--- config.mk ---
export PLATFORM = sky130hd
export DESIGN_NAME = worktime_accumulator
export DESIGN_NICKNAME = d
export VERILOG_FILES = /design/src/rtl/worktime_accumulator.sv
export SDC_FILE = /design/constraint.sdc
export NUM_CORES = 1
export LEC_CHECK = 0
export ABC_AREA = 1
export BUFFER_PORTS_ARGS = -buffer_cell sky130_fd_sc_hd__buf_4
export CAP_MARGIN = 10
export CORE_MARGIN = 8
export CORE_UTILIZATION = 35
export DETAILED_ROUTE_END_ITERATION = 16
export HOLD_SLACK_MARGIN = 0.1
export PLACE_DENSITY = 0.54
export SKIP_LAST_GASP = 1
export SYNTH_ARGS = -nofsm -noshare
export SYNTH_HDL_FRONTEND = slang
export SYNTH_SLANG_ARGS = --single-unit
--- constraint.sdc ---
create_clock -name clkout -period 2.2 [get_ports clkout]
set_input_delay 0.22 -clock clkout [delete_from_list [all_inputs] [get_ports clkout]]
set_output_delay 0.22 -clock clkout [all_outputs]
set_load 0.05 [all_outputs]
--- src/rtl/worktime_accumulator.sv ---
// worktime_accumulator: multi-channel BCD hh..:mm:ss run-time counters driven by
// a shared 1 Hz strobe, with sticky per-channel cleaning reminders and an
// optional saturate-at-maximum mode.
module worktime_accumulator #(
   parameter int CHANNELS    = 2,
   parameter int HOUR_DIGITS = 2,
   parameter int SAT_MODE    = 1,
   localparam int W          = 16 + 4*HOUR_DIGITS
) (
   input  logic                     clkout,
   input  logic                     rst,
   input  logic                     tick,
   input  logic [CHANNELS-1:0]      run,
   input  logic [CHANNELS-1:0]      clear,
   input  logic [4*HOUR_DIGITS-1:0] remind_hours,
   output logic [CHANNELS*W-1:0]    worktime,
   output logic [CHANNELS-1:0]      remind,
   output logic [CHANNELS-1:0]      saturated,
   output logic                     any_remind
);

   localparam int ND = 4 + HOUR_DIGITS;

   // Digit 1 (sec tens) and digit 3 (min tens) roll over at 5, all others at 9.
   function automatic logic [3:0] digit_max(input int unsigned k);
      return (k == 1 || k == 3) ? 4'd5 : 4'd9;
   endfunction

   function automatic logic [W-1:0] max_value();
      logic [W-1:0] r;
      r = '0;
      for (int unsigned k = 0; k < ND; k++) r[4*k +: 4] = digit_max(k);
      return r;
   endfunction

   // Ripple +1 through the digit chain; each digit clears on its carry-out.
   function automatic logic [W-1:0] bcd_inc(input logic [W-1:0] v);
      logic [W-1:0] r;
      logic         c;
      r = v;
      c = 1'b1;
      for (int unsigned k = 0; k < ND; k++) begin
         if (c) begin
            if (r[4*k +: 4] == digit_max(k)) begin
               r[4*k +: 4] = '0;
            end else begin
               r[4*k +: 4] = r[4*k +: 4] + 4'd1;
               c = 1'b0;
            end
         end
      end
      return r;
   endfunction

   localparam logic [W-1:0] MAXV = max_value();

   logic [CHANNELS*W-1:0] worktime_q,  worktime_d;
   logic [CHANNELS-1:0]   remind_q,    remind_d;
   logic [CHANNELS-1:0]   saturated_q, saturated_d;

   // Per-channel next state: clear > tick&run increment > hold, then reminder update.
   always_comb begin
      logic [W-1:0] cur;
      logic [W-1:0] nxt;
      logic         rem_base;
      worktime_d  = worktime_q;
      remind_d    = remind_q;
      saturated_d = saturated_q;
      cur         = '0;
      nxt         = '0;
      rem_base    = 1'b0;
      for (int unsigned ch = 0; ch < CHANNELS; ch++) begin
         cur      = worktime_q[ch*W +: W];
         nxt      = cur;
         rem_base = remind_q[ch];
         if (clear[ch]) begin
            nxt             = '0;
            rem_base        = 1'b0;
            saturated_d[ch] = 1'b0;
         end else if (tick && run[ch]) begin
            if (cur == MAXV) begin
               if (SAT_MODE != 0) saturated_d[ch] = 1'b1;
               else               nxt = '0;
            end else begin
               nxt = bcd_inc(cur);
            end
         end
         worktime_d[ch*W +: W] = nxt;
         // Compare on post-update hours so the flag rises on the same edge.
         remind_d[ch] = rem_base |
                        ((remind_hours != '0) && (nxt[W-1:16] >= remind_hours));
      end
   end

   // State registers with synchronous reset.
   always_ff @(posedge clkout) begin
      if (rst) begin
         worktime_q  <= '0;
         remind_q    <= '0;
         saturated_q <= '0;
      end else begin
         worktime_q  <= worktime_d;
         remind_q    <= remind_d;
         saturated_q <= saturated_d;
      end
   end

   assign worktime   = worktime_q;
   assign remind     = remind_q;
   assign saturated  = saturated_q;
   assign any_remind = |remind_q;

endmodule

==> results.sh <==
export IMPL_min_period_over_period=1.005
export IMPL_global_route_wire_length_before_repair_um=16600
export IMPL_postRouteAntennaNets=0
export IMPL_max_clock_path_buffers=2
export IMPL_core_area_mm2=0.009639
export IMPL_hold_path_startpoint="rst"
export IMPL_sw_frac_of_total=0.2829
export IMPL_wl_um=10100
export IMPL_synth_largest_area_cell="dfxtp_1"
export IMPL_number_of_warnings_reported_in_the_yosys_synthesis_log=0
export IMPL_sequential_cell_area_mm2=0.001160
export IMPL_critPathLaunchType="register"
export IMPL_ff2ff_setup_slack_ns=-0.01
export IMPL_post_layout_nonfiller_instances=819
export IMPL_total_leakage_power_nw=2.366
export IMPL_setup_slack_ns=-0.01054
export IMPL_status="finished with violations"
export IMPL_power_ir_vdd_worst_mv=0.2149
export IMPL_seq_power_share=0.549
export IMPL_areaGrowthSynthToFinish_pct=54.15
export IMPL_cts_hold_buffers=0
export IMPL_grt_pass1_vias=3715
export IMPL_violations="negative setup slack"
export IMPL_fp_dieH_um=115.2
export IMPL_worst_setup_hold_path_clk_slew_ns=0.10
export IMPL_vias_per_cell=4.690
export IMPL_max_clock_freq_ghz=0.4524
export IMPL_synth_avg_cell_area_um2=6.480
export IMPL_antenna_cells=0
export IMPL_gp_routability_congestion=0.8758
export IMPL_crit_reg2reg_capture="remind[1]$_SDFF_PP0_"
export IMPL_number_of_ports_placed_on_the_die_boundary=68
export IMPL_design_die_area_mm2=0.01326
export IMPL_grt_antenna_before_repair=0
export IMPL_initialDrtViolationCount=260
export IMPL_shortest_clock_period_the_worst_path_allows_after_layout_ns=2.211
export IMPL_synth_net_count=570
export IMPL_cts_sinks=52
export IMPL_cts_htree_levels=2
export IMPL_drive_above_1_share=0.4504
export IMPL_ys_top_cells_by_area="dfxtp_1 30%, nand2_1 14%, ha_1 8.7%"
export IMPL_timing_critical_path_required_ns=2.46
export IMPL_setup_repair_after_global_routing_missed_its_margin="yes"
export IMPL_worstHoldPathType="in -> reg"
export IMPL_min_delay_worst_endpoint="worktime[40]$_SDFF_PP0_"
export IMPL_multi_input_area_mm2=0.002407
export IMPL_drt_first_pass_iters=4
export IMPL_synth_top_cell_area_share=0.3025
export IMPL_grt_overflow=0
export IMPL_layout_nets=725
export IMPL_route_detailed_drc=0
export IMPL_power_frac_clock=0.332
export IMPL_clockRootBuffer="clkbuf_8"
export IMPL_slew_headroom=0.6357
export IMPL_worst_clock_skew_ns=0.004655
export IMPL_start_util=0.3570
export IMPL_dpl_worst_slack_ns=-0.1698
export IMPL_grt_max_degree=16
export IMPL_worst_skew_pair_late_latency_ns=0.31
export IMPL_tightest_slew_ns=0.5459
export IMPL_nFillCells=956
export IMPL_numCtsBuffers=5
export IMPL_synth_cells=531
export IMPL_worstHoldPathCells=2
export IMPL_critical_path_endpoint_type="register"
export IMPL_drv_cap=0
export IMPL_overall_routing_resource_usage=0.1518
export IMPL_power_internal_mw=1.207
export IMPL_dp_final_hpwl_um=7740
export IMPL_detail_route_wl_per_cell_um=12.33
export IMPL_combinationalPowerShare=0.119
export IMPL_tritoncts="yes"
export IMPL_place_port_buffers=67
export IMPL_r2r_cells=16
export IMPL_ys_ff_latch=52
export IMPL_die_w_um=115.2
export IMPL_synth_cell_type_count=29
export IMPL_synth_main_ff_cell="dfxtp_1"
export IMPL_worst_path_max_fanout=4
export IMPL_std_cell_rows=36
export IMPL_p_switching_mw=0.4764
export IMPL_finish_utilization=0.5502
export IMPL_synth_edf_count=0
export IMPL_synth_most_common_cell="nand2_1"
export IMPL_post_synth_instance_area_mm2=0.003441
export IMPL_drv_slew=0
export IMPL_report_final_hold_viol_count=0
export IMPL_synth_sequential_area_ratio=0.3025
export IMPL_vias=3841
export IMPL_crit_reg_reg_startpoint="worktime[25]$_SDFFE_PP0P_"
export IMPL_setup_violations=1
export IMPL_criticalPathCategory="reg -> reg"
export IMPL_powerDensity_mw_per_mm2=317.5
export IMPL_synth_top_cells_by_count="130 x nand2_1, 74 x inv_1, 66 x nor2_1, 52 x dfxtp_1, 47 x nand3_1"
export IMPL_final_setup_tns_ns=-0.01054
export IMPL_place_detailed_instances=791
export IMPL_hold_slack_ns=0.1736
export IMPL_worst_ep_arrival_time_ns=2.47
export IMPL_async_reset_ff_frac=0
## placed cells by master (no fill, tap or decap), types with 2 or more instances in the layout
| master | count |
|---|---|
| ha_2 | 2 |
| inv_1 | 63 |
| clkbuf_8 | 5 |
| o2111ai_1 | 2 |
| o21ai_2 | 2 |
| ha_1 | 18 |
| or2_2 | 4 |
| nand4_1 | 11 |
| nand2_4 | 5 |
| nand2_1 | 118 |
| nand3_4 | 5 |
| buf_4 | 146 |
| o21ai_0 | 20 |
| a21oi_1 | 35 |
| nor3b_1 | 2 |
| nor2_4 | 20 |
| nor2_2 | 8 |
| nor2_1 | 50 |
| nor4_1 | 2 |
| ha_4 | 4 |
| inv_2 | 18 |
| nor3_1 | 5 |
| nand2_2 | 15 |
| o21ai_1 | 3 |
| dfxtp_1 | 5 |
| nand3_1 | 31 |
| a21oi_2 | 6 |
| nand3_2 | 11 |
| xor2_1 | 8 |
| dfxtp_4 | 24 |
| buf_6 | 5 |
| inv_4 | 2 |
| dfxtp_2 | 23 |
## final cells by class
| type | count | share of cell area |
|---|---|---|
| Clock buffer | 6 | 0.01368 |
| Clock inverter | 1 | 0.0009436 |
| Inverter | 84 | 0.06039 |
| Multi-Input combinational cell | 391 | 0.4539 |
| Sequential cell | 52 | 0.2187 |
| Tap cell | 133 | 0.03138 |
| Timing Repair Buffer | 152 | 0.2210 |
## critical path: stages, from the launching register on
cell and delay (ns):
dfxtp_4 0.36, buf_4 0.14, nor2_4 0.12, nand2_2 0.08
nor2_4 0.10, nand4_1 0.14, nor2_2 0.20, nand3_1 0.12
nand3_2 0.08, inv_1 0.06, ha_4 0.26, nand2_1 0.07
nor2_2 0.12, nand4_1 0.09, o2111ai_1 0.09, nand2_1 0.07
nand2_1 0.06
## worst max-delay path by stage
stage,from,to,slack [ns],cells after the start
finish,worktime[25]$_SDFFE_PP0P_,remind[1]$_SDFF_PP0_,-0.01,16
global route,worktime[2]$_SDFFE_PP0P_,remind[0]$_SDFF_PP0_,-0.14,19
CTS,worktime[6]$_SDFFE_PP0P_,remind[0]$_SDFF_PP0_,-0.02,17
detailed placement,worktime[28]$_SDFFE_PP0P_,remind[1]$_SDFF_PP0_,-0.17,14
global placement,worktime[28]$_SDFFE_PP0P_,remind[1]$_SDFF_PP0_,-0.10,14
floorplan,worktime[13]$_SDFFE_PP0P_,remind[0]$_SDFF_PP0_,0.001,15
## sequential cells by signal, summed over array words and instances, names as in the netlist
signal	cells
saturated	2
remind	2
worktime	48
## power by group through the flow
stage / Clock [mW] / Combinational, mW / Sequential [mW]
5_1_grt: 0.607 / 0.220 / 0.926
2_1_floorplan: 0 / 0.0894 / 0.965
4_1_cts: 0.578 / 0.183 / 0.926
3_3_place_gp: 0 / 0.178 / 0.948
3_5_place_dp: 0 / 0.180 / 0.948
6_report: 0.559 / 0.201 / 0.924
## timing repair
| item | 4_1_cts | 5_1_grt |
|---|---|---|
| gates cloned | 0 | 0 |
| setup endpoints to repair | 2 | 2 |
| pin swaps | 21 | 40 |
| gates resized for setup | 35 | 63 |
| setup buffers | 11 | 10 |
## routing by layer
layer / global-route usage / wire length [µm] / up-vias
li1: - / - / 2017
met1: 0.1754 / 4467 / 1742
met2: 0.2747 / 4964 / 67
met3: 0.02994 / 465 / 15
met4: 0.04641 / 199 / 0
met5: 0 / 0 / -
## through the flow
| stage | total power [mW] | cell area (µm²) |
|---|---|---|
| after floorplan | 1.055 | 3565 |
| after global placement | 1.127 | 4692 |
| after detailed placement | 1.128 | 4692 |
| after CTS | 1.687 | 4974 |
| after global routing | 1.753 | 5304 |
| final | 1.684 | 5304 |
## logic make-up (layout without fill, tap and decap cells)
| group | after synthesis | count (layout) | share of synthesized area |
|---|---|---|---|
| AND/OR/NAND/NOR | 290 | 290 | 0.3865 |
| buffers and inverters | 88 | 243 | 0.09891 |
| AO/OA/AOI/OAI | 69 | 69 | 0.1044 |
| flip-flops | 52 | 52 | 0.3025 |
| adder cells (fa/ha/maj) | 24 | 24 | 0.08727 |
| XOR/XNOR | 8 | 8 | 0.02036 |
(Power assumes the default switching activity.)
